## src/rtl/rx_bit_sampler.sv

```systemverilog
// Oversampling UART receiver: 2-flop synchronizer, start-bit qualification, mid-bit data sampling.
// Define RX_PARITY_EN to add an even-parity bit, the PARITY state and the parity_err output.
module rx_bit_sampler #(
   parameter int OVERSAMPLE = 16,
   parameter int DATA_BITS  = 8
) (
   input  logic                 clk,
   input  logic                 rst,
   input  logic                 rx_in,
   output logic [DATA_BITS-1:0] data_out,
   output logic                 char_ready,
   output logic                 frame_err,
`ifdef RX_PARITY_EN
   output logic                 parity_err,
`endif
   output logic                 busy
);

   localparam int CW = $clog2(OVERSAMPLE);
   localparam int BW = $clog2(DATA_BITS + 1);
   localparam logic [CW-1:0] CNT_LAST = CW'(OVERSAMPLE - 1);
   localparam logic [CW-1:0] CNT_HALF = CW'(OVERSAMPLE / 2 - 1);
   localparam logic [BW-1:0] BIT_LAST = BW'(DATA_BITS - 1);

   typedef enum logic [2:0] {
      IDLE,
      START,
      DATA,
`ifdef RX_PARITY_EN
      PARITY,
`endif
      STOP
   } state_t;

   state_t               state_q, state_d;
   logic [1:0]           sync_q, sync_d;
   logic [CW-1:0]        cnt_q, cnt_d;
   logic [BW-1:0]        bit_idx_q, bit_idx_d;
   logic [DATA_BITS-1:0] shift_q, shift_d;
   logic [DATA_BITS-1:0] data_q, data_d;
   logic                 char_ready_q, char_ready_d;
   logic                 frame_err_q, frame_err_d;
   logic                 armed_q, armed_d;
`ifdef RX_PARITY_EN
   logic                 par_bad_q, par_bad_d;
   logic                 parity_err_q, parity_err_d;
`endif
   logic                 rx_s;

   assign rx_s       = sync_q[1];
   assign data_out   = data_q;
   assign char_ready = char_ready_q;
   assign frame_err  = frame_err_q;
   assign busy       = (state_q != IDLE);
`ifdef RX_PARITY_EN
   assign parity_err = parity_err_q;
`endif

   // armed_q records that the line has been seen high, so a line stuck low never starts a character
   always_comb begin
      sync_d       = {sync_q[0], rx_in};
      state_d      = state_q;
      cnt_d        = cnt_q;
      bit_idx_d    = bit_idx_q;
      shift_d      = shift_q;
      data_d       = data_q;
      char_ready_d = 1'b0;
      frame_err_d  = 1'b0;
      armed_d      = armed_q;
`ifdef RX_PARITY_EN
      par_bad_d    = par_bad_q;
      parity_err_d = 1'b0;
`endif
      case (state_q)
         IDLE: begin
            cnt_d     = '0;
            bit_idx_d = '0;
            if (rx_s) begin
               armed_d = 1'b1;
            end else if (armed_q) begin
               state_d = START;
            end
         end
         START: begin
            if (cnt_q == CNT_HALF) begin
               cnt_d = '0;
               if (rx_s) begin
                  state_d = IDLE;
                  armed_d = 1'b1;
               end else begin
                  state_d = DATA;
               end
            end else begin
               cnt_d = cnt_q + CW'(1);
            end
         end
         DATA: begin
            if (cnt_q == CNT_LAST) begin
               cnt_d     = '0;
               shift_d   = {rx_s, shift_q[DATA_BITS-1:1]};
               bit_idx_d = bit_idx_q + BW'(1);
               if (bit_idx_q == BIT_LAST) begin
                  bit_idx_d = '0;
`ifdef RX_PARITY_EN
                  state_d   = PARITY;
`else
                  state_d   = STOP;
`endif
               end
            end else begin
               cnt_d = cnt_q + CW'(1);
            end
         end
`ifdef RX_PARITY_EN
         PARITY: begin
            if (cnt_q == CNT_LAST) begin
               cnt_d     = '0;
               par_bad_d = (^shift_q) ^ rx_s;
               state_d   = STOP;
            end else begin
               cnt_d = cnt_q + CW'(1);
            end
         end
`endif
         STOP: begin
            if (cnt_q == CNT_LAST) begin
               cnt_d   = '0;
               state_d = IDLE;
               if (rx_s) begin
                  armed_d = 1'b1;
`ifdef RX_PARITY_EN
                  if (par_bad_q) begin
                     parity_err_d = 1'b1;
                  end else begin
                     data_d       = shift_q;
                     char_ready_d = 1'b1;
                  end
`else
                  data_d       = shift_q;
                  char_ready_d = 1'b1;
`endif
               end else begin
                  armed_d     = 1'b0;
                  frame_err_d = 1'b1;
               end
            end else begin
               cnt_d = cnt_q + CW'(1);
            end
         end
         default: begin
            state_d = IDLE;
         end
      endcase
   end

   always_ff @(posedge clk or negedge rst) begin
      if (!rst) begin
         state_q      <= IDLE;
         sync_q       <= 2'b11;
         cnt_q        <= '0;
         bit_idx_q    <= '0;
         shift_q      <= '0;
         data_q       <= '0;
         char_ready_q <= 1'b0;
         frame_err_q  <= 1'b0;
         armed_q      <= 1'b0;
`ifdef RX_PARITY_EN
         par_bad_q    <= 1'b0;
         parity_err_q <= 1'b0;
`endif
      end else begin
         state_q      <= state_d;
         sync_q       <= sync_d;
         cnt_q        <= cnt_d;
         bit_idx_q    <= bit_idx_d;
         shift_q      <= shift_d;
         data_q       <= data_d;
         char_ready_q <= char_ready_d;
         frame_err_q  <= frame_err_d;
         armed_q      <= armed_d;
`ifdef RX_PARITY_EN
         par_bad_q    <= par_bad_d;
         parity_err_q <= parity_err_d;
`endif
      end
   end

endmodule

```

## config.mk

```make
export PLATFORM = sky130hd
export DESIGN_NAME = rx_bit_sampler
export DESIGN_NICKNAME = d
export VERILOG_FILES = /design/src/rtl/rx_bit_sampler.sv
export SDC_FILE = /design/constraint.sdc
export NUM_CORES = 1
export LEC_CHECK = 0
export CORE_UTILIZATION = 64
export CTS_BUF_LIST = sky130_fd_sc_hd__clkbuf_2
export CTS_CLUSTER_DIAMETER = 50
export CTS_CLUSTER_SIZE = 10
export DETAILED_ROUTE_END_ITERATION = 10
export DONT_BUFFER_PORTS = 1
export PLACE_DENSITY = 0.88
export SETUP_SLACK_MARGIN = 0.3
export SYNTH_ARGS = -nofsm -noshare
export SYNTH_HDL_FRONTEND = slang
export SYNTH_SLANG_ARGS = --single-unit
```

## constraint.sdc

```tcl
create_clock -name clk -period 1.8 [get_ports clk]
set_input_delay 0.18 -clock clk [delete_from_list [all_inputs] [get_ports clk]]
set_output_delay 0.18 -clock clk [all_outputs]
set_load 0.05 [all_outputs]
```

==> run metrics, run 1 <==
status completed; Reg2Reg Setup Slack 0.26 ns; Layout Cells excl Fill 150; RSZ-0062 raised after global routing yes; CP endpoint kind flip-flop; PortBufs 0; vias 933; Yosys reg bits 31; Starting Density 70.1%; pin count of the biggest net entering global routing 32; width of the die 49.1 um; # H-tree levels 2; main flop type after synthesis dfrtp_1; Cell Chain, Critical Path ha_4, nand4_4, nor2_2, mux2_2; WP data arrival 1.81 ns; initial antenna violation count 0; max-slew violations 0; Synth Cell Area 1420 um2; register area share after synthesis 54.9%; clock power share 16.8%; number of synthesized flops with an enable pin 0; most frequent cells in the layout 28 x dfrtp_1, 10 x mux2_4, 9 x buf_4, 6 x mux2_2, 6 x clkbuf_2; Via-to-Cell Ratio 6.22; Clock Path Buffers 2; CTS root buf clkbuf_2; CP bufs+invs 0; Slew headroom 67.3%; Die Y-Extent 49.1 um; total track usage 23.6%; Area Growth Syn to Fin 15.3%; DIE AREA 2410 um2; # nets final 127; register area 779 um2; Flop pwr share 48.9%; Synth area leader dfrtp_1; DRT antenna net count 0; top-area cell type share of the netlist area 51.2%; commonest non-fill, non-tap cell in the layout dfrtp_1; Layout fillers 106; Max IR drop VDD 940 uV; first-pass GRT wire length 4120 um; Static Leak 0.748 nW; Data required, critical path 2.07 ns; total gr overflow 0; Max Clock Freq 0.647 GHz; minimum clock period 1.54 ns; Pwr Density 1160 nW/um2; Hold WC Path Type in2async; clk_lat worst skew 0.36 ns; Syn Inst Count 109; drt total wl 2610 um; WS Path Type reg2reg; Final Hold Fails 0; Max FO, Critical Path 6; Largest stage delay, worst path 0.46 ns; final worst path period share 85.8%; P_sw 0.000698 W; Max Cap Violations 0; DP Cell Count 131; switching power share of the total 36.9%; Sinks on Clock Net 31; vias in the first global route 898; combinational power share 34.3%; # diodes 0; Slew @ Worst Pin 0.491 ns; drt first pass iters 4; Unique masters post-synth 41; Setup TNS 0 ns; hpwl dp 1590 um; DRC errors left 0; async set-reset flop share out of synthesis 100%; register clock-pin slew on the reported worst setup and hold paths 0.16 ns; area of the multi-input gates 641 um2; # IOs 14; Mean Syn Cell Area 13.0 um2; Num CTS Buffers 5; hold slack 0.244 ns; P_int 0.00120 W; YS warnings 0; Tot Pwr 0.00189 W; Setup violations, final 0; largest cells by area after synthesis dfrtp_1 51%, mux2_2 13%, dfstp_2 3.7%; CTS tree done; WL/cell 17.4 um; row cnt 16; 1st-iter DRT viols 30; GP Congestion 0.747; Post-Syn Nets 114; core box area 2020 um2; layout cell share with drive strength beyond 1 40.7%; clk_skew 0.0172 ns; CP max-delay cell dfrtp_1; Top delay family on crit path flip-flops; CP Launch Type flip-flop
registers in the layout, indices dropped and copies added, names as in the netlist:
name and cells:
data_out 8, shift_q 8, bit_idx_q 4, cnt_q 4
state_q 2, sync_q 2, armed_q 1, char_ready 1
frame_err 1
stage by stage:
stage          setup slack [ns]  instance area, um2  util (%)
2_1_floorplan             0.316                1420         -
3_3_place_gp              0.224                1420      70.0
3_5_place_dp              0.152                1420      70.0
4_1_cts                   0.244                1550      76.9
5_1_grt                   0.211                1630      80.8
6_report                  0.255                1630      80.8
path summary, 6_finish.rpt:
check                           from     endpoint  cells after the start
hold reg to reg            sync_q[0]    sync_q[1]                      0
max in group asynchronous        rst    sync_q[1]                      2
setup / recovery            cnt_q[1]  data_out[0]                      4
setup reg to reg            cnt_q[1]  data_out[0]                      4
min in group clk               rx_in    sync_q[0]                      1
hold / removal                   rst  data_out[0]                      2
worst register-to-register path: cells and delay by family (launching register included):
kind          cells  cell delay [ns]
mux               1             0.37
simple gates      2             0.42
fa+ha+maj         1             0.21
flops             1             0.46
timing repair:
| item | CTS | global route |
|---|---|---|
| endpoints found under the setup margin | 18 | 19 |
| cloned | 1 | 0 |
| setup buffers | 4 | 3 |
| resized for setup | 6 | 12 |
| pin swaps | 3 | 3 |
| endpoints found under the hold margin | 32 | 0 |
| hold buffers | 3 | 0 |
per-layer routing:
metal	vias to the layer above	GRT usage (%)	routed length (um)
met3	7	9.03	132
met1	466	30.1	1130
met5	-	0	0
li1	427	-	-
met2	33	37.2	1320
met4	0	7.35	31
cell type report:
cell class	count	share of cell area, %
repair buffers	13	7.81
flip-flops and latches	31	47.7
clock inverters	2	0.536
multi-input cells	68	39.2
clock buffers	6	1.84
inverters	3	0.842
well taps	27	2.07
synth_stat cells, drive strengths merged, types with 2 or more instances:
cell type,number
a311oi,2
buf,7
nand2,4
dfrtp,29
a221o,2
and3,2
a31oi,3
o311ai,2
nand3,5
mux2,16
nand4,2
dfstp,2
ha,2
a22o,2
nor2,5
a21oi,2
inv,3
xnor2,2
nor3b,2
power groups by stage:
| stage | Sequential (W) | Combinational [W] | Clock [W] |
|---|---|---|---|
| 2_1_floorplan | 0.000840 | 0.000530 | 0 |
| 3_3_place_gp | 0.000917 | 0.000474 | 0 |
| 3_5_place_dp | 0.000921 | 0.000492 | 0 |
| 4_1_cts | 0.000914 | 0.000594 | 0.000323 |
| 5_1_grt | 0.000942 | 0.000714 | 0.000350 |
| 6_report | 0.000926 | 0.000649 | 0.000318 |
cells by family (layout without fill, tap and decap cells):
group / after synthesis / count (layout) / share of synthesized area, %
and+or+nand+nor: 29 / 30 / 14.4
muxes: 16 / 16 / 12.7
buffers and inverters: 11 / 24 / 5.03
AOI/OAI and AO/OA: 18 / 18 / 9.97
DFF: 31 / 31 / 54.9
xor gates and xnor gates: 2 / 2 / 1.24
adders and majority gates: 2 / 2 / 1.76
Note: power is estimated with default switching activity, not from simulation.
==> run 2, diff against run 1 <==
--- a/config.mk
+++ b/config.mk
@@ -5,13 +5,15 @@
 export SDC_FILE = /design/constraint.sdc
 export NUM_CORES = 1
 export LEC_CHECK = 0
-export CORE_UTILIZATION = 64
+export CELL_PAD_IN_SITES_DETAIL_PLACEMENT = 1
+export CELL_PAD_IN_SITES_GLOBAL_PLACEMENT = 1
+export CORE_UTILIZATION = 53
 export CTS_BUF_LIST = sky130_fd_sc_hd__clkbuf_2
 export CTS_CLUSTER_DIAMETER = 50
 export CTS_CLUSTER_SIZE = 10
 export DETAILED_ROUTE_END_ITERATION = 10
 export DONT_BUFFER_PORTS = 1
-export PLACE_DENSITY = 0.88
+export PLACE_DENSITY = 0.89
 export SETUP_SLACK_MARGIN = 0.3
 export SYNTH_ARGS = -nofsm -noshare
 export SYNTH_HDL_FRONTEND = slang
==> run 2 against run 1 <==
  * Die area rose by 20%
  * Sequential power rose by 1%
  * Power rose by 13%
  * Critical path type unchanged
  * Largest cell class unchanged
==> run metrics, run 2 (synthesis results as in run 1) <==
CP Launch Type flip-flop; status completed; minimum clock period 1.53 ns (-0.0184 ns); DIE AREA 2890 um2 (+20%); Max FO, Critical Path 7 (+1); Die Y-Extent 53.7 um (+9.5%); core box area 2500 um2 (+24%); final worst path period share 84.8% (-1.0 points); Setup violations, final 0 (unchanged); Slew headroom 67.1% (-0.17 points); Max Clock Freq 0.655 GHz (+1.2%); layout cell share with drive strength beyond 1 47.3% (+6.7 points); Via-to-Cell Ratio 6.52 (+4.8%); combinational power share 41.4% (+7.1 points); Pwr Density 1250 nW/um2 (+8.0%); clk_lat worst skew 0.38 ns (+0.02 ns); # nets final 136 (+7.1%); CTS tree done; hold slack 0.238 ns (-0.00601 ns); total gr overflow 0 (unchanged); RSZ-0062 raised after global routing yes; WL/cell 23.6 um (+36%); CTS root buf clkbuf_2; Reg2Reg Setup Slack 0.27 ns (+0.02 ns); Final WS setup 0.274 ns (+0.0184 ns); WS Path Type reg2reg; Num CTS Buffers 5 (unchanged); clock power share 14.8% (-2.0 points); Max Cap Violations 0 (unchanged); initial antenna violation count 0 (unchanged); Data required, critical path 2.12 ns (+0.05 ns); vias 1049 (+12%); Clock Path Buffers 2 (unchanged); drt first pass iters 4 (unchanged); WP data arrival 1.85 ns (+0.04 ns); CP endpoint kind flip-flop; Starting Density 56.7% (-13 points); max-slew violations 0 (unchanged); Area Growth Syn to Fin 20.7%; Max IR drop VDD 1050 uV (+11%); DRC errors left 0 (unchanged); DRT antenna net count 0 (unchanged); pin count of the biggest net entering global routing 32 (unchanged); P_sw 0.000831 W (+19%); Place WS 0.110 ns (-0.0413 ns); drt total wl 3810 um (+46%); most frequent cells in the layout 25 x dfrtp_1, 18 x buf_4, 8 x mux2_4, 8 x mux2_2, 5 x clkbuf_2; Flop pwr share 43.7% (-5.2 points); row cnt 18 (+2); total track usage 30.8% (+7.2 points); Setup TNS 0 ns (unchanged); Final Hold Fails 0 (unchanged); commonest non-fill, non-tap cell in the layout dfrtp_1; 1st-iter DRT viols 24 (-20%); # IOs 14 (unchanged); P_int 0.00131 W (+9.5%); switching power share of the total 38.8% (+2.0 points); register clock-pin slew on the reported worst setup and hold paths 0.15 ns (about the same); Slew @ Worst Pin 0.493 ns (+0.00253 ns); Static Leak 0.785 nW (+4.9%); # H-tree levels 2 (unchanged); clk_skew 0.00758 ns (-0.00962 ns); Cell Area, Placed 1430 um2 (+0.79%); hpwl dp 2010 um (+27%); # diodes 0 (unchanged); first-pass GRT wire length 5710 um (+39%); vias in the first global route 1088 (+21%); width of the die 53.7 um (+9.5%); Hold WC Path Type in2async; cell area after layout 1710 um2 (+4.7%); GP Congestion 0.771 (+3.2%); PortBufs 0 (unchanged); Sinks on Clock Net 31 (unchanged)
==> run 2: cell count changes in the layout (fill, tap and decap cells not counted), moves of 2 or more <==
cell / change
buf_4: +9
dfrtp_1: -3
mux2_2: +2
mux2_4: -2
dfrtp_2: +3
==> run 2: power by group through the flow <==
stage | clock network (W) | registers (W) | logic, W
finish | 0.000317 | 0.000936 | 0.000887
floorplan | 0 | 0.000840 | 0.000530
global route | 0.000358 | 0.000941 | 0.000937
detailed placement | 0 | 0.000956 | 0.000506
CTS | 0.000325 | 0.000914 | 0.000810
global placement | 0 | 0.000939 | 0.000471
==> run 2: repair_timing <==
action | CTS | global route
endpoints found under the hold margin | 32 | 0
pin swaps | 3 | 4
endpoints found under the setup margin | 21 | 21
hold buffers | 3 | 0
setup buffers | 15 | 1
gates resized for setup | 10 | 10
==> run 2: path summary, 6_finish.rpt <==
kind,depth (start not counted),end,startpoint
setup / recovery,4,bit_idx_q[0],cnt_q[1]
hold / removal,2,shift_q[0],rst
max in group asynchronous,2,sync_q[0],rst
hold reg to reg,0,sync_q[1],sync_q[0]
setup reg to reg,4,bit_idx_q[0],cnt_q[1]
min in group clk,1,sync_q[0],rx_in
==> run 2: area by class of cell <==
type / count / area (um2)
multi-input cells: 67 / 634
flip-flops and latches: 31 / 783
clock inverters: 2 / 8.76
inverters: 3 / 15.0
clock buffers: 5 / 25.0
fillers: 233 / 790
repair buffers: 23 / 206
well taps: 30 / 37.5
==> run 2: routing by layer <==
layer / GRT usage (%) / wire, um / vias up
li1: - / - / 442
met1: 34.1 / 1500 / 548
met2: 50.6 / 1930 / 45
met3: 11.3 / 235 / 14
met4: 17.5 / 138 / 0
met5: 0 / 0 / -
==> run 2: metrics by stage <==
stage	utilization, %	total power [W]	std cells
floorplan	-	0.00137	109
CTS	66.4	0.00205	160
detailed placement	57.1	0.00146	135
global placement	57.1	0.00141	135
finish	68.4	0.00214	161
global route	68.4	0.00224	161
==> run 2: critical path, cell delays in order (launching register included) <==
cell	delay [ns]
dfrtp_1	0.43
ha_4	0.21
nand3_2	0.19
or4_1	0.55
nand3_1	0.10
